### src/rtl/pipe_hazard_ctrl_if.sv
// Pipeline hazard controller bus: ID/EXE/MEM hazard inputs, data-memory
// handshake, and the pipeline enables/flushes/status the controller drives.
//   master : hazard controller (drives enables, flushes, pc_sel, status)
//   slave  : pipeline/datapath side (drives stage controls, dmem_ack)
interface pipe_hazard_ctrl_if #(
  parameter int unsigned CNT_W = 16
);
  // ID stage sources
  logic [4:0]       id_rs;
  logic [4:0]       id_rt;
  logic             id_uses_rt;
  // EXE stage destination
  logic             ewreg;
  logic             em2reg;
  logic [4:0]       erdrt;
  // MEM stage controls from EXE/MEM register
  logic             mbranch;
  logic             mzero;
  logic             mwmem;
  logic             mm2reg;
  logic [31:0]      mpc;
  logic             dmem_ack;
  // Pipeline register control
  logic             pc_en;
  logic             if_id_en;
  logic             id_exe_en;
  logic             exe_mem_en;
  logic             mem_wb_en;
  logic             if_id_flush;
  logic             id_exe_flush;
  logic             exe_mem_flush;
  logic             pc_sel;
  logic [31:0]      pc_target;
  logic             dmem_req;
  // Status
  logic             mem_err;
  logic [CNT_W-1:0] stall_cnt;
  logic [CNT_W-1:0] flush_cnt;
  logic [1:0]       state;

  modport master (
    input  id_rs, id_rt, id_uses_rt, ewreg, em2reg, erdrt,
           mbranch, mzero, mwmem, mm2reg, mpc, dmem_ack,
    output pc_en, if_id_en, id_exe_en, exe_mem_en, mem_wb_en,
           if_id_flush, id_exe_flush, exe_mem_flush, pc_sel, pc_target,
           dmem_req, mem_err, stall_cnt, flush_cnt, state
  );

  modport slave (
    output id_rs, id_rt, id_uses_rt, ewreg, em2reg, erdrt,
           mbranch, mzero, mwmem, mm2reg, mpc, dmem_ack,
    input  pc_en, if_id_en, id_exe_en, exe_mem_en, mem_wb_en,
           if_id_flush, id_exe_flush, exe_mem_flush, pc_sel, pc_target,
           dmem_req, mem_err, stall_cnt, flush_cnt, state
  );
endinterface

### src/rtl/pipe_hazard_ctrl.sv
// Five-stage pipeline hazard controller: load-use stall, taken-branch flush
// and data-memory wait with timeout, plus saturating stall/flush counters.
// Ports:
//   clk  - pipeline clock
//   rst  - asynchronous active-high reset
//   bus  - pipe_hazard_ctrl_if.master (hazard inputs, enables/flushes, status)
// Enables, flushes, pc_sel and dmem_req are combinational from the current
// state and inputs so they act in the same cycle; state, wait counter,
// mem_err and event counters are registered.
module pipe_hazard_ctrl #(
  parameter int unsigned CNT_W    = 16,
  parameter int unsigned WAIT_MAX = 15
) (
  input  logic                clk,
  input  logic                rst,
  pipe_hazard_ctrl_if.master  bus
);

  localparam int unsigned WAIT_W = (WAIT_MAX < 2) ? 1 : $clog2(WAIT_MAX + 1);
  // Value of the wait counter during the last permitted MWAIT cycle.
  localparam logic [WAIT_W-1:0] WAIT_LAST = WAIT_W'((WAIT_MAX > 0) ? WAIT_MAX - 1 : 0);

  typedef enum logic [1:0] {
    RUN     = 2'd0,
    LDSTALL = 2'd1,
    FLUSH   = 2'd2,
    MWAIT   = 2'd3
  } state_e;

  state_e            state_q, state_d;
  logic [WAIT_W-1:0] wait_q, wait_d;
  logic              mem_err_q, mem_err_d;
  logic [CNT_W-1:0]  stall_cnt_q, stall_cnt_d;
  logic [CNT_W-1:0]  flush_cnt_q, flush_cnt_d;

  logic pc_en_c, if_id_en_c, id_exe_en_c, exe_mem_en_c, mem_wb_en_c;
  logic if_id_flush_c, id_exe_flush_c, exe_mem_flush_c;
  logic pc_sel_c, dmem_req_c, br_evt_c;

  logic access_c, br_taken_c, load_use_c;

  // Hazard conditions from current inputs
  assign access_c   = bus.mwmem | bus.mm2reg;
  assign br_taken_c = bus.mbranch & bus.mzero;
  assign load_use_c = bus.em2reg & bus.ewreg & (bus.erdrt != 5'd0) &
                      ((bus.erdrt == bus.id_rs) |
                       (bus.id_uses_rt & (bus.erdrt == bus.id_rt)));

  // State, wait counter, error flag and event counters
  always_ff @(posedge clk or posedge rst) begin
    if (rst) begin
      state_q     <= RUN;
      wait_q      <= '0;
      mem_err_q   <= 1'b0;
      stall_cnt_q <= '0;
      flush_cnt_q <= '0;
    end else begin
      state_q     <= state_d;
      wait_q      <= wait_d;
      mem_err_q   <= mem_err_d;
      stall_cnt_q <= stall_cnt_d;
      flush_cnt_q <= flush_cnt_d;
    end
  end

  // Next state and per-cycle pipeline control
  always_comb begin
    state_d         = state_q;
    wait_d          = wait_q;
    mem_err_d       = mem_err_q;
    pc_en_c         = 1'b1;
    if_id_en_c      = 1'b1;
    id_exe_en_c     = 1'b1;
    exe_mem_en_c    = 1'b1;
    mem_wb_en_c     = 1'b1;
    if_id_flush_c   = 1'b0;
    id_exe_flush_c  = 1'b0;
    exe_mem_flush_c = 1'b0;
    pc_sel_c        = 1'b0;
    dmem_req_c      = 1'b0;
    br_evt_c        = 1'b0;

    unique case (state_q)
      RUN: begin
        dmem_req_c = access_c;
        if (access_c && !bus.dmem_ack) begin
          // Freeze the whole pipeline until memory answers
          {pc_en_c, if_id_en_c, id_exe_en_c, exe_mem_en_c, mem_wb_en_c} = 5'b0;
          wait_d  = '0;
          state_d = MWAIT;
        end else if (br_taken_c) begin
          pc_sel_c        = 1'b1;
          if_id_flush_c   = 1'b1;
          id_exe_flush_c  = 1'b1;
          exe_mem_flush_c = 1'b1;
          br_evt_c        = 1'b1;
          state_d         = FLUSH;
        end else if (load_use_c) begin
          // Hold PC and IF/ID, bubble into EXE
          pc_en_c        = 1'b0;
          if_id_en_c     = 1'b0;
          id_exe_flush_c = 1'b1;
          state_d        = LDSTALL;
        end
      end
      LDSTALL, FLUSH: state_d = RUN;
      MWAIT: begin
        dmem_req_c = access_c;
        if (bus.dmem_ack) begin
          // Pipeline advances on the ack cycle; a pending branch resolves here
          if (br_taken_c) begin
            pc_sel_c        = 1'b1;
            if_id_flush_c   = 1'b1;
            id_exe_flush_c  = 1'b1;
            exe_mem_flush_c = 1'b1;
            br_evt_c        = 1'b1;
            state_d         = FLUSH;
          end else begin
            state_d = RUN;
          end
        end else if (wait_q == WAIT_LAST) begin
          // Timeout: give up, release the pipeline for one cycle
          mem_err_d = 1'b1;
          state_d   = RUN;
        end else begin
          {pc_en_c, if_id_en_c, id_exe_en_c, exe_mem_en_c, mem_wb_en_c} = 5'b0;
          wait_d = wait_q + WAIT_W'(1);
        end
      end
      default: state_d = RUN;
    endcase
  end

  // Saturating event counters
  always_comb begin
    stall_cnt_d = stall_cnt_q;
    flush_cnt_d = flush_cnt_q;
    if (((state_q == LDSTALL) || (state_q == MWAIT)) && !(&stall_cnt_q))
      stall_cnt_d = stall_cnt_q + CNT_W'(1);
    if (br_evt_c && !(&flush_cnt_q))
      flush_cnt_d = flush_cnt_q + CNT_W'(1);
  end

  // Everything held inactive while reset is asserted
  assign bus.pc_en         = ~rst & pc_en_c;
  assign bus.if_id_en      = ~rst & if_id_en_c;
  assign bus.id_exe_en     = ~rst & id_exe_en_c;
  assign bus.exe_mem_en    = ~rst & exe_mem_en_c;
  assign bus.mem_wb_en     = ~rst & mem_wb_en_c;
  assign bus.if_id_flush   = ~rst & if_id_flush_c;
  assign bus.id_exe_flush  = ~rst & id_exe_flush_c;
  assign bus.exe_mem_flush = ~rst & exe_mem_flush_c;
  assign bus.pc_sel        = ~rst & pc_sel_c;
  assign bus.dmem_req      = ~rst & dmem_req_c;
  assign bus.pc_target     = bus.mpc;
  assign bus.mem_err       = mem_err_q;
  assign bus.stall_cnt     = stall_cnt_q;
  assign bus.flush_cnt     = flush_cnt_q;
  assign bus.state         = state_q;

endmodule
### src/flat_wrapper.sv
// flat-port wrapper written by rule: the top's interface ports become plain ports
module pipe_hazard_ctrl_flat 
#(
  parameter int unsigned CNT_W    = 16,
  parameter int unsigned WAIT_MAX = 15
)
  (clk, rst, bus_id_rs, bus_id_rt, bus_id_uses_rt, bus_ewreg, bus_em2reg, bus_erdrt, bus_mbranch, bus_mzero, bus_mwmem, bus_mm2reg, bus_mpc, bus_dmem_ack, bus_pc_en, bus_if_id_en, bus_id_exe_en, bus_exe_mem_en, bus_mem_wb_en, bus_if_id_flush, bus_id_exe_flush, bus_exe_mem_flush, bus_pc_sel, bus_pc_target, bus_dmem_req, bus_mem_err, bus_stall_cnt, bus_flush_cnt, bus_state);
  pipe_hazard_ctrl_if #(.CNT_W(CNT_W)) bus_i ();
  input  logic clk;
  input  logic rst;
  input wire logic [$bits(bus_i.id_rs)-1:0] bus_id_rs;
  input wire logic [$bits(bus_i.id_rt)-1:0] bus_id_rt;
  input wire logic [$bits(bus_i.id_uses_rt)-1:0] bus_id_uses_rt;
  input wire logic [$bits(bus_i.ewreg)-1:0] bus_ewreg;
  input wire logic [$bits(bus_i.em2reg)-1:0] bus_em2reg;
  input wire logic [$bits(bus_i.erdrt)-1:0] bus_erdrt;
  input wire logic [$bits(bus_i.mbranch)-1:0] bus_mbranch;
  input wire logic [$bits(bus_i.mzero)-1:0] bus_mzero;
  input wire logic [$bits(bus_i.mwmem)-1:0] bus_mwmem;
  input wire logic [$bits(bus_i.mm2reg)-1:0] bus_mm2reg;
  input wire logic [$bits(bus_i.mpc)-1:0] bus_mpc;
  input wire logic [$bits(bus_i.dmem_ack)-1:0] bus_dmem_ack;
  output wire logic [$bits(bus_i.pc_en)-1:0] bus_pc_en;
  output wire logic [$bits(bus_i.if_id_en)-1:0] bus_if_id_en;
  output wire logic [$bits(bus_i.id_exe_en)-1:0] bus_id_exe_en;
  output wire logic [$bits(bus_i.exe_mem_en)-1:0] bus_exe_mem_en;
  output wire logic [$bits(bus_i.mem_wb_en)-1:0] bus_mem_wb_en;
  output wire logic [$bits(bus_i.if_id_flush)-1:0] bus_if_id_flush;
  output wire logic [$bits(bus_i.id_exe_flush)-1:0] bus_id_exe_flush;
  output wire logic [$bits(bus_i.exe_mem_flush)-1:0] bus_exe_mem_flush;
  output wire logic [$bits(bus_i.pc_sel)-1:0] bus_pc_sel;
  output wire logic [$bits(bus_i.pc_target)-1:0] bus_pc_target;
  output wire logic [$bits(bus_i.dmem_req)-1:0] bus_dmem_req;
  output wire logic [$bits(bus_i.mem_err)-1:0] bus_mem_err;
  output wire logic [$bits(bus_i.stall_cnt)-1:0] bus_stall_cnt;
  output wire logic [$bits(bus_i.flush_cnt)-1:0] bus_flush_cnt;
  output wire logic [$bits(bus_i.state)-1:0] bus_state;
  assign bus_i.id_rs = bus_id_rs;
  assign bus_i.id_rt = bus_id_rt;
  assign bus_i.id_uses_rt = bus_id_uses_rt;
  assign bus_i.ewreg = bus_ewreg;
  assign bus_i.em2reg = bus_em2reg;
  assign bus_i.erdrt = bus_erdrt;
  assign bus_i.mbranch = bus_mbranch;
  assign bus_i.mzero = bus_mzero;
  assign bus_i.mwmem = bus_mwmem;
  assign bus_i.mm2reg = bus_mm2reg;
  assign bus_i.mpc = bus_mpc;
  assign bus_i.dmem_ack = bus_dmem_ack;
  assign bus_pc_en = bus_i.pc_en;
  assign bus_if_id_en = bus_i.if_id_en;
  assign bus_id_exe_en = bus_i.id_exe_en;
  assign bus_exe_mem_en = bus_i.exe_mem_en;
  assign bus_mem_wb_en = bus_i.mem_wb_en;
  assign bus_if_id_flush = bus_i.if_id_flush;
  assign bus_id_exe_flush = bus_i.id_exe_flush;
  assign bus_exe_mem_flush = bus_i.exe_mem_flush;
  assign bus_pc_sel = bus_i.pc_sel;
  assign bus_pc_target = bus_i.pc_target;
  assign bus_dmem_req = bus_i.dmem_req;
  assign bus_mem_err = bus_i.mem_err;
  assign bus_stall_cnt = bus_i.stall_cnt;
  assign bus_flush_cnt = bus_i.flush_cnt;
  assign bus_state = bus_i.state;
  pipe_hazard_ctrl #(.CNT_W(CNT_W), .WAIT_MAX(WAIT_MAX)) u_core (.clk(clk), .rst(rst), .bus(bus_i));
endmodule
### config.mk
export PLATFORM = sky130hd
export DESIGN_NAME = pipe_hazard_ctrl_flat
export DESIGN_NICKNAME = d
export VERILOG_FILES = /design/src/rtl/pipe_hazard_ctrl_if.sv /design/src/rtl/pipe_hazard_ctrl.sv /design/src/flat_wrapper.sv
export SDC_FILE = /design/constraint.sdc
export NUM_CORES = 1
export LEC_CHECK = 0
export BUFFER_PORTS_ARGS = -buffer_cell sky130_fd_sc_hd__buf_2
export CORE_UTILIZATION = 40
export DETAILED_ROUTE_END_ITERATION = 8
export GPL_ROUTABILITY_DRIVEN = 1
export PLACE_DENSITY = 0.75
export SETUP_SLACK_MARGIN = 0.15
export SYNTH_ARGS = -nofsm -noshare
export SYNTH_HDL_FRONTEND = slang
export SYNTH_SLANG_ARGS = --single-unit
### constraint.sdc
create_clock -name clk -period 1.8 [get_ports clk]
set_input_delay 0.18 -clock clk [delete_from_list [all_inputs] [get_ports clk]]
set_output_delay 0.18 -clock clk [all_outputs]
set_load 0.005 [all_outputs]
* Yosys cells after proc, flatten, opt, wreduce, memory -nomap -nowiden
Cells that the tools add are included.
** Cells by class
- Mux-type cells :: 28
- Add/subtract/negate cells :: 3
- Bitwise gates (word level) :: 14
- Eq/ne operators :: 11
- Reductions and logical operators :: 17
** Operator list (count)
- $add A16 B1 Y16 const B :: 2
- $reduce_and A16 Y1 :: 2
- $mux W1 :: 13
- $mux W2 :: 6
- $mux W4 :: 3
- $and A1 B1 Y1 :: 10
- $eq A5 B5 Y1 :: 2
- $pmux W1 S2 :: 4
- $pmux W4 S2 :: 1
- $pmux W2 S3 :: 1
- $reduce_bool A5 Y1 :: 1
- $add A4 B1 Y4 const B :: 1
- $eq A2 B2 Y1 const B :: 2
- $eq A4 B4 Y1 const B :: 1
- $ne A2 B2 Y1 const B :: 2
- $ne A4 B1 Y1 const B :: 1
- $reduce_and A4 Y1 :: 1
- $reduce_or A2 Y1 :: 2
- $logic_and A1 B1 Y1 :: 3
- $logic_not A1 Y1 :: 3
- $ne A3 B2 Y1 const B :: 1
- $reduce_and A3 Y1 :: 1
- $eq A2 B1 Y1 const B :: 1
- $logic_not A2 Y1 :: 1
- other kinds (6) :: 8
** Word-level totals
- Input port bits :: 57
- Output and inout port bits :: 77
- Bits in registers :: 39
- Word-level logic and storage cells :: 78

* Depth between registers and ports, before layout
Gate-level depths: netlist (run 1).
- Depth after elaboration :: 9
- Gate-level depth with buffers :: 8
- Mapped depth without buffers :: 7

* Worst setup path before layout (run 1)
No wires, ideal clock.
- Kind :: reg-to-reg
- Start point :: reg u_core.state_q[0], in the netlist u_core.bus.state[0]
- End point :: reg u_core.flush_cnt_q[4], in the netlist u_core.bus.flush_cnt[4]
- Required time :: 1.676 ns
- Library setup time :: 0.124 ns
- Slack :: -0.013 ns
- Stages on the path, launching flop included :: 9
- Arrival :: 1.689 ns
- Clock period less this slack :: 1.813 ns
- Buffers on the path :: 1
- Path through :: dfrtp_1 > inv_1 > ha_1 > nor3b_2 > o211ai_1 > a31oi_4 > buf_6 > nand4_2 > xnor2_1
** On the way
- Cells in the longest elaborated chain, start to end :: 3
- Elaborated cells on any way between the ends :: 4
- Classes of those cells :: 1 x eq/ne; 1 x mux; 2 x reduce/logical
** Ends and longest elaborated chain
- start: declaration :: RTL line pipe_hazard_ctrl.sv:30 : state_e state_q, state_d;
- start signal: assignment :: RTL line pipe_hazard_ctrl.sv:58 : state_q <= state_d;
- $eq A2 B2 Y1 or $logic_not A2 Y1 (tied branches) :: RTL line pipe_hazard_ctrl.sv:83 : unique case (state_q)
- $pmux W1 S2 * :: RTL line pipe_hazard_ctrl.sv:83
- $logic_and A1 B1 Y1 * :: RTL line pipe_hazard_ctrl.sv:140 : if (br_evt_c && !(&flush_cnt_q))
- end signal: assignment :: RTL line pipe_hazard_ctrl.sv:62 : flush_cnt_q <= flush_cnt_d;
- end: declaration :: RTL line pipe_hazard_ctrl.sv:34 : logic [CNT_W-1:0] flush_cnt_q, flush_cnt_d;
Every way passes the cells marked *; elsewhere a longest branch is shown, timed or not.
A chain may end at the register's enable or synchronous reset.

* Worst setup path after layout (run 1)
- Start point :: reg u_core.flush_cnt_q[0], in the netlist u_core.bus.flush_cnt[0]
- End point :: reg u_core.flush_cnt_q[1], in the netlist u_core.bus.flush_cnt[1]
** On the way
- Cells in the longest elaborated chain, start to end :: 3
- Elaborated cells on any way between the ends :: 4
- Classes of those cells :: 1 x add/sub; 3 x reduce/logical
** Ends and longest elaborated chain
- parallel branches: the longest is 3 deep, another holds $add A16 B1 Y16
Several ways; the timed one is not identified.

==> summary.md, run 1 <==
| Metric | Value |
|---|---|
| CP Capture Type | flop |
| Pre-Repair DR Iteration Count | 4 |
| Largest net degree at the start of global routing | 40 |
| # rows | 28 |
| Ys flop type | dfrtp_1 |
| Clock skew | 0.004864 ns |
| Endpoints failing setup | 19 |
| WL/cell | 14.41 um |
| Worst setup slack after layout | -0.1022 ns |
| DRT iter0 DRCs | 71 |
| Failing checks | setup timing |
| Maximum clock rate | 525.7 MHz |
| Reg clk slew, reported paths | 0.07 ns |
| Clock buffer depth | 2 |
| RSZ-0062 raised after global routing | true |
| Area growth syn-to-layout | 29.46% |
| Top Usage Layer GRT | met2 |
| Commonest non-fill, non-tap cell in the layout | buf_2 |
| Grt total ovfl | 0 |
| Height of the die | 82.02 um |
| Actual slew at the worst max-slew pin | 0.4818 ns |
| Sequential element share of the synthesized area | 38.10% |
| Syn Nets | 323 |
| Htree depth | 2 |
| Final nets | 394 |
| Routed Antenna Nets | 0 |
| Unique cell type count in the Yosys netlist | 47 |
| Max Cap Viol | 0 |
| Met2 Use GR | 30.33% |
| Status | finished, violations left |
| Setup TNS | -0.8501 ns |
| CTS Root Cell | clkbuf_8 |
| Total CTS buffers | 5 |
| Pwr per Cell Area | 1079 nW/um^2 |
| Yosys top cell area share | 38.10% |
| Ant diodes | 0 |
| Final period util | 105.7% |
| Final Hold Fails | 0 |
| Number of remaining DRC errors | 0 |
| Synth Instances | 258 |
| Clk_lat worst skew | 0.29 ns |
| Fraction of registers with async set or reset after synthesis | 100.0% |
| Peak VDD IR | 0.0006657 V |
| # IOs | 134 |
| Main area contributors after synthesis | dfrtp_1, buf_4, xnor2_1 |
| First-pass GRT wire length | 9.328 mm |
| Initial core utilization | 42.26% |
| Post-DP HPWL | 4.169 mm |
| LEAKAGE | 0.001603 uW |
| I/O Buffers | 69 |
| Crit path DAT | 2.08 ns |
| Total GRT Usage | 18.22% |
| Drt via density | 5.146 |
| #FFs+latches synth | 39 |
| Fill count | 536 |
| Number of enable flip-flop cells after synthesis | 0 |
| Worst path required time | 1.98 ns |
| Core footprint | 6061 sq um |
| CP Class | flop to flop |
| WL final | 5.835 mm |
| Placer Congestion | 0.8207 |
| Synthesized cell area | 2561 sq um |
| Critical-path cell list | ha_1, nand4_1, nor2_2, a31oi_4, buf_4, mux2_4 |
| Crit start category | flop |
| Worst path max stage delay | 0.42 ns |
| R2r worst-path depth | 6 |
| Ys Warns | 0 |
| Place WS | -0.02189 ns |
| DIE WIDTH | 82.02 um |
| Mean Syn Cell Area | 9.927 sq um |
| M1 GR Usage | 22.46% |
| Vias in the first global route | 2024 |
| Cell taking the most area after synthesis | dfrtp_1 |
| Worst slew margin | 67.88% |
| CP max stage cell | dfrtp_1 |
| Hold_buf cts | 0 |
| CP max FO | 4 |
| Multi-input gate area | 1450 sq um |
| CTS tree | yes |
| Most frequent cells in the layout | buf_2, dfrtp_1, buf_4 |
| Max Slew Vio Count | 0 |
| Routing usage on met3 | 5.667% |
| Vias post-DR | 2084 |
| Initial antenna violation count | 0 |
| Min-delay worst type | input pin to async pin |
| Register area | 975.9 sq um |
| Period minus WS final | 1.902 ns |
| Layout cell share with drive strength beyond 1 | 47.27% |
| Die ar. | 6727 sq um |
| Clk sink count | 39 |
[cell usage after synthesis, drive strengths merged, types with 2 or more instances]
cell	instances
a21oi	6
a31oi	2
and2	3
and3	9
and4	6
buf	39
dfrtp	39
ha	8
inv	7
mux2	2
nand2	16
nand2b	5
nand3	16
nand4	9
nor2	7
nor2b	2
nor3	10
nor3b	4
o21a	2
o21ai	9
o22ai	2
or3	2
xnor2	29
xor2	10
[final timing paths]
kind | slack (ns) | startpoint | to
max | -0.10 | u_core.bus.flush_cnt[0] | u_core.bus.flush_cnt[1]
min | 0.05 | rst | u_core.bus.flush_cnt[14]
max reg2reg | -0.10 | u_core.bus.flush_cnt[0] | u_core.bus.flush_cnt[1]
min reg2reg | 0.48 | u_core.bus.mem_err | u_core.bus.mem_err
max in group asynchronous | 1.42 | rst | u_core.bus.flush_cnt[2]
min in group clk | 0.31 | bus_dmem_ack | u_core.bus.mem_err
[registers in the layout, summed over array words and instances (netlist names)]
signal,count
u_core.bus.flush_cnt,16
u_core.bus.mem_err,1
u_core.bus.stall_cnt,16
u_core.bus.state,2
u_core.wait_q,4
[power by group]
| part | switching (uW) | total [uW] | internal (uW) | leakage, uW |
|---|---|---|---|---|
| Clock | 301 | 651 | 350 | 0.0000515 |
| Combinational | 829 | 1770 | 940 | 0.00103 |
| Sequential | 139 | 1160 | 1020 | 0.000526 |
| Total | 1270 | 3580 | 2310 | 0.00160 |
[cells by family after synthesis]
kind of cell    count (synthesis)  share of synthesized area [%]
simple gates                   92                          21.25
xor+xnor                       39                          13.34
compound gates                 31                          9.771
buf+inv                        47                          12.75
flops                          39                          38.10
fa+ha+maj                       8                          3.908
mux                             2                         0.8793
[critical path, delay by kind of cell (launching register included)]
kind	cells	cell delay, ns
muxes	1	0.28
and+or+nand+nor	2	0.51
DFF	1	0.42
adders and majority gates	1	0.20
AOI/OAI and AO/OA	1	0.20
buffers and inverters	1	0.18
[repair_timing]
item | CTS | global route
cloned | 0 | 0
endpoints found under the setup margin | 35 | 42
setup buffers | 9 | 6
pin swaps | 20 | 17
resized for setup | 31 | 16
[per-layer routing]
layer / routed length [um] / up-vias / part of all wire (%)
li1: - / 1009 / -
met1: 2476 / 1020 / 42
met2: 3018 / 47 / 52
met3: 294 / 8 / 5.0
met4: 45 / 0 / 0.77
met5: 0 / - / 0
[per-stage QoR]
step | total power (uW) | util (%) | instances | hold slack, ns | instance area (sq um)
2_1_floorplan | 2075 | - | 258 | 0.3851 | 2584
3_3_place_gp | 2539 | 47.54 | 382 | 0.3600 | 2882
3_5_place_dp | 2585 | 47.54 | 382 | 0.3600 | 2882
4_1_cts | 3473 | 52.50 | 399 | 0.05936 | 3182
5_1_grt | 3844 | 54.71 | 405 | 0.09859 | 3316
6_report | 3578 | 54.71 | 405 | 0.04997 | 3316
[final cells by class]
| class | instances | area share (%) |
|---|---|---|
| multi-input cells | 172 | 43.74 |
| well taps | 75 | 2.830 |
| repair buffers | 104 | 20.19 |
| inverters | 7 | 0.7925 |
| flip-flops and latches | 39 | 29.43 |
| clock buffers | 8 | 3.019 |
No activity file was read; power rests on OpenSTA's default activity.
==> run 2: changes to the inputs <==
--- a/config.mk
+++ b/config.mk
@@ -7,6 +7,7 @@
 export LEC_CHECK = 0
 export BUFFER_PORTS_ARGS = -buffer_cell sky130_fd_sc_hd__buf_2
 export CORE_UTILIZATION = 40
+export CTS_BUF_LIST = sky130_fd_sc_hd__clkbuf_8
 export DETAILED_ROUTE_END_ITERATION = 8
 export GPL_ROUTABILITY_DRIVEN = 1
 export PLACE_DENSITY = 0.75
==> run 2 against run 1 <==
Against the previous run:
- the flow still finishes with violations (setup timing)
- count of clock-buffer cells in the layout fell by 1
- combinational power barely moved
- via count shrank 0.29%
- hold slack is essentially flat
- register-to-register slack barely moved
- sequential cell count unchanged
- total power down 0.13%
- die area unchanged
- final area unchanged
- clock power is 0.8% lower
- critical path type unchanged
- critical endpoint unchanged
==> summary.md, run 2 (same netlist as run 1, synthesis figures left out) <==
| Metric | Value |
|---|---|
| Multi-input gate area | 1450 sq um (unchanged) |
| CP max FO | 4 (unchanged) |
| Area growth syn-to-layout | 29.46% (unchanged) |
| Post-DP HPWL | 4.169 mm (unchanged) |
| DIE WIDTH | 82.02 um (unchanged) |
| Worst path required time | 1.98 ns (about the same) |
| DP Cell Count | 382 (unchanged) |
| Pre-Repair DR Iteration Count | 4 (unchanged) |
| Total CTS buffers | 5 (unchanged) |
| Layout cell share with drive strength beyond 1 | 47.27% (unchanged) |
| DRT iter0 DRCs | 71 (unchanged) |
| Die ar. | 6727 sq um (unchanged) |
| Worst r2r src | u_core.bus.flush_cnt[0] |
| Clk sink count | 39 (unchanged) |
| I/O Buffers | 69 (unchanged) |
| Maximum clock rate | 525.5 MHz (about the same) |
| Fin util | 54.71% (unchanged) |
| CP Class | flop to flop |
| Largest net degree at the start of global routing | 40 (unchanged) |
| WL final | 5.837 mm (about the same) |
| Total GRT Usage | 18.22% (unchanged) |
| Placer Congestion | 0.8207 (unchanged) |
| Vias in the first global route | 2024 (unchanged) |
| Failing checks | setup timing |
| Most frequent cells in the layout | buf_2, dfrtp_1, buf_4 |
| Place WS | -0.02189 ns (unchanged) |
| # rows | 28 (unchanged) |
| Drt via density | 5.131 (-0.29%) |
| Peak VDD IR | 0.0006657 V (about the same) |
| # IOs | 134 (unchanged) |
| Pwr per Cell Area | 1078 nW/um^2 (-0.13%) |
| First-pass GRT wire length | 9.328 mm (unchanged) |
| Endpoints failing setup | 19 (unchanged) |
| Final Hold Fails | 0 (unchanged) |
| Vias post-DR | 2078 (-0.29%) |
| Fill count | 536 (unchanged) |
| Worst slew margin | 67.88% (unchanged) |
| Min-delay worst type | input pin to async pin |
| Clock buffer depth | 2 (unchanged) |
| Final nets | 394 (unchanged) |
| Crit start category | flop |
| Ant diodes | 0 (unchanged) |
| Cell Count, Final, Fillers Out | 405 (unchanged) |
| Period minus WS final | 1.903 ns (+0.0007500 ns) |
| Clock skew | 0.004363 ns (-0.0005006 ns) |
| Final period util | 105.7% (about the same) |
| Crit path DAT | 2.08 ns (about the same) |
| WL/cell | 14.41 um (about the same) |
| Reg clk slew, reported paths | 0.07 ns (about the same) |
| CTS tree | yes |
| R2r setup slk | -0.10 ns (about the same) |
| Core footprint | 6061 sq um (unchanged) |
| LEAKAGE | 0.001607 uW (+0.26%) |
| Grt total ovfl | 0 (unchanged) |
| Htree depth | 2 (unchanged) |
| Status | finished, violations left |
| Number of remaining DRC errors | 0 (unchanged) |
| Routed Antenna Nets | 0 (unchanged) |
| Setup TNS | -0.8492 ns (+0.0008810 ns) |
| Clk_lat worst skew | 0.29 ns (about the same) |
| CTS Root Cell | clkbuf_8 |
| Max Cap Viol | 0 (unchanged) |
| Worst setup slack after layout | -0.1029 ns (-0.0007500 ns) |
| Commonest non-fill, non-tap cell in the layout | buf_2 |
| Actual slew at the worst max-slew pin | 0.4818 ns (unchanged) |
| Initial core utilization | 42.26% (unchanged) |
| CP Capture Type | flop |
| Height of the die | 82.02 um (unchanged) |
| Crit. Startpoint | u_core.bus.flush_cnt[0] |
| Max Slew Vio Count | 0 (unchanged) |
| Register area | 975.9 sq um (unchanged) |
| RSZ-0062 raised after global routing | true |
| Initial antenna violation count | 0 (unchanged) |
run 2: cell count changes in the layout (fill, tap and decap cells not counted):
cell      change
clkbuf_1      -1
inv_1         +1
run 2: critical path, stage by stage (launching register included):
cell and delay [ns]:
dfrtp_1 0.42, ha_1 0.20, nand4_1 0.18, nor2_2 0.33, a31oi_4 0.20, buf_4 0.18
mux2_4 0.28
run 2: repair_timing:
item,4_1_cts,5_1_grt
endpoints found under the setup margin,35,42
pin swaps,20,17
gates resized for setup,31,16
endpoints found under the hold margin,0,0
hold buffers,0,0
setup buffers,9,6
run 2: stage by stage:
step	area (sq um)	hold WS (ns)	power, uW
after floorplan	2584	0.3851	2075
after global placement	2882	0.3600	2539
after detailed placement	2882	0.3600	2585
after CTS	3182	0.05936	3468
after global routing	3316	0.09859	3838
final	3316	0.05008	3574
run 2: report_power, final:
| part | internal, uW | leakage, uW | switching, uW |
|---|---|---|---|
| clock | 344 | 0.0000557 | 302 |
| combinational | 940 | 0.00103 | 829 |
| sequential | 1020 | 0.000526 | 139 |
run 2: final timing paths:
path	end	cells past startpoint
setup / recovery	u_core.bus.flush_cnt[1]	6
hold / removal	u_core.bus.flush_cnt[14]	3
setup reg to reg	u_core.bus.flush_cnt[1]	6
hold reg to reg	u_core.bus.mem_err	1
max in group asynchronous	u_core.bus.flush_cnt[2]	3
min in group clk	u_core.bus.mem_err	3
run 2: routing by layer:
metal / wire [um] / up-vias / GRT usage, %
li1: - / 1009 / -
met2: 3020 / 47 / 30.33
met4: 45 / 0 / 5.439
met5: 0 / - / 0
met1: 2476 / 1014 / 22.46
met3: 294 / 8 / 5.667
run 2: cell type report:
class	instances	share of cell area, %
Timing Repair Buffer	104	20.19
Clock inverter	1	0.1132
Tap cell	75	2.830
Multi-Input combinational cell	172	43.74
Clock buffer	7	2.906
Inverter	7	0.7925
Sequential cell	39	29.43
==> run 3: changes to the inputs <==
--- a/config.mk
+++ b/config.mk
@@ -9,7 +9,6 @@
 export CORE_UTILIZATION = 40
 export CTS_BUF_LIST = sky130_fd_sc_hd__clkbuf_8
 export DETAILED_ROUTE_END_ITERATION = 8
-export GPL_ROUTABILITY_DRIVEN = 1
 export PLACE_DENSITY = 0.75
 export SETUP_SLACK_MARGIN = 0.15
 export SYNTH_ARGS = -nofsm -noshare
==> constraint.sdc (replaced) <==
create_clock -name clk -period 2 [get_ports clk]
set_input_delay 0.2 -clock clk [delete_from_list [all_inputs] [get_ports clk]]
set_output_delay 0.2 -clock clk [all_outputs]
set_load 0.005 [all_outputs]
==> run 3 against run 2 <==
Against the previous run:
- the run now ends clean
- largest cell class unchanged
- critical path type is now flop to output port
- critical endpoint is now bus_id_exe_flush
- core utilization down 3.0 points
- non-clock buffer count fell by 12
- final area down 5.4%
- hold slack gained 0.022 ns
- sequential power is 8% lower
==> summary.md, run 3 (same netlist as run 1, synthesis figures left out) <==
| Metric | Value |
|---|---|
| Placer Congestion | 0.8425 (+2.7%) |
| CP Class | flop to output port |
| Crit path DAT | 1.71 ns (-0.37 ns) |
| DP Cell Count | 371 (-2.9%) |
| Ant diodes | 0 (unchanged) |
| CTS tree | yes |
| Endpoints failing setup | 0 (-19) |
| # IOs | 134 (unchanged) |
| Commonest non-fill, non-tap cell in the layout | buf_2 |
| WL final | 5.378 mm (-7.9%) |
| DIE WIDTH | 82.02 um (unchanged) |
| Initial core utilization | 42.26% (unchanged) |
| Family with the most delay on the worst path | compound AO/OA/AOI/OAI gates |
| Number of remaining DRC errors | 0 (unchanged) |
| Post-layout power | 3140 uW (-12%) |
| Buf+Inv Stages, Crit Path | 2 (+1) |
| LEAKAGE | 0.001525 uW (-5.1%) |
| Actual slew at the worst max-slew pin | 0.5034 ns (+0.02167 ns) |
| CP max FO | 4 (unchanged) |
| Grt total ovfl | 0 (unchanged) |
| Maximum clock rate | 522.7 MHz |
| Clk_lat worst skew | 0.29 ns (about the same) |
| Worst path max stage delay | 0.44 ns (+0.02 ns) |
| Total CTS buffers | 5 (unchanged) |
| Vias in the first global route | 1891 (-6.6%) |
| Top Usage Layer GRT | met2 |
| Initial antenna violation count | 0 (unchanged) |
| Fin util | 51.75% (-3.0 points) |
| Layout cell share with drive strength beyond 1 | 42.77% (-4.5 points) |
| Largest net degree at the start of global routing | 40 (unchanged) |
| Worst path required time | 1.80 ns (-0.18 ns) |
| I/O Buffers | 69 (unchanged) |
| Hold_buf cts | 0 (unchanged) |
| CTS Root Cell | clkbuf_8 |
| Clock skew | 0.01022 ns (+0.005857 ns) |
| Core footprint | 6061 sq um (unchanged) |
| # rows | 28 (unchanged) |
| Worst slew margin | 66.44% (-1.4 points) |
| Die ar. | 6727 sq um (unchanged) |
| Crit. Startpoint | u_core.bus.state[1] |
| CP Capture Type | output port |
| Status | completed |
| Most frequent cells in the layout | buf_2, dfrtp_1, xnor2_1 |
| Worst r2r src | u_core.bus.state[1] |
| Routed Antenna Nets | 0 (unchanged) |
| Pre-Repair DR Iteration Count | 5 (+1) |
| Drt via density | 5.142 (+0.23%) |
| Max Slew Vio Count | 0 (unchanged) |
| Height of the die | 82.02 um (unchanged) |
| Pwr per Cell Area | 1001 nW/um^2 (-7.1%) |
| DRT iter0 DRCs | 88 (+24%) |
| Vias post-DR | 2021 (-2.7%) |
| Max Cap Viol | 0 (unchanged) |
| Peak VDD IR | 0.0004986 V (-25%) |
| Critical-path cell list | inv_2, ha_4, o21a_1, o21ai_2, nor3_2, a31o_2, buf_2 |
| Setup TNS | 0 ns (+0.8492 ns) |
| Period minus WS final | 1.913 ns |
| Clk sink count | 39 (unchanged) |
| Reg clk slew, reported paths | 0.08 ns (about the same) |
| M1 GR Usage | 19.86% (-2.6 points) |
| Final period util | 95.65% |
| Total GRT Usage | 16.17% (-2.1 points) |
| Final nets | 382 (-3.0%) |
| Met2 Use GR | 26.78% (-3.6 points) |
| Final Hold Fails | 0 (unchanged) |
| CP max stage cell | dfrtp_1 |
| Cell Count, Final, Fillers Out | 393 (-3.0%) |
| Crit start category | flop |
| Routing usage on met3 | 4.000% (-1.7 points) |
| Post-DP HPWL | 3.958 mm (-5.1%) |
| Area growth syn-to-layout | 22.47% |
| WL/cell | 13.68 um (-5.1%) |
| RSZ-0062 raised after global routing | true |
| First-pass GRT wire length | 8.514 mm (-8.7%) |
| Htree depth | 2 (unchanged) |
| Clock buffer depth | 2 (unchanged) |
| Min-delay worst type | input pin to async pin |
## run 3: repair_timing
action	CTS	global route
pin swaps	8	9
setup buffers	10	4
endpoints found under the setup margin	21	31
resized for setup	16	18
## run 3: through the flow
step / setup slack [ns] / hold slack, ns / area, sq um
2_1_floorplan: 0.1874 / 0.4051 / 2561
3_3_place_gp: 0.1196 / 0.3960 / 2768
3_5_place_dp: 0.01887 / 0.3920 / 2768
4_1_cts: 0.08428 / 0.09095 / 3022
5_1_grt: -0.01767 / 0.1323 / 3137
6_report: 0.08701 / 0.07239 / 3137
## run 3: worst reg2reg max path, cell delays in order, from the launching register on
cell and delay (ns):
dfrtp_1 0.44, inv_2 0.11, ha_4 0.15, nor3b_4 0.20, o211ai_1 0.17, a31oi_4 0.26
buf_4 0.17, nand4_1 0.11, xnor2_1 0.15
## run 3: final cells by class
class | instances | area, sq um
sequential | 39 | 977.2
clock inverter | 2 | 35.03
timing repair buffer | 92 | 551.8
tap | 75 | 93.84
clock buffer | 6 | 82.58
multi-input combinational | 172 | 1370
fill | 542 | 2924
inverter | 7 | 26.28
## run 3: report_power, final
| part | switching, uW | internal [uW] | total, uW |
|---|---|---|---|
| Sequential | 148 | 919 | 1070 |
| Clock | 273 | 404 | 677 |
| Combinational | 671 | 725 | 1400 |
| Total | 1090 | 2050 | 3140 |
## run 3: path summary, 6_finish.rpt
check	endpoint	slack, ns	depth (start not counted)
setup / recovery	bus_id_exe_flush	0.09	7
hold / removal	u_core.bus.flush_cnt[10]	0.07	3
setup reg to reg	u_core.bus.flush_cnt[15]	0.11	8
hold reg to reg	u_core.bus.stall_cnt[7]	0.49	1
max in group asynchronous	u_core.bus.state[0]	1.55	3
min in group clk	u_core.bus.mem_err	0.34	3
## run 3: layer usage
metal  wire [um]  vias up
li1            -      990
met1        2346      967
met2        2679       50
met3         237       14
met4         115        0
met5           0        -
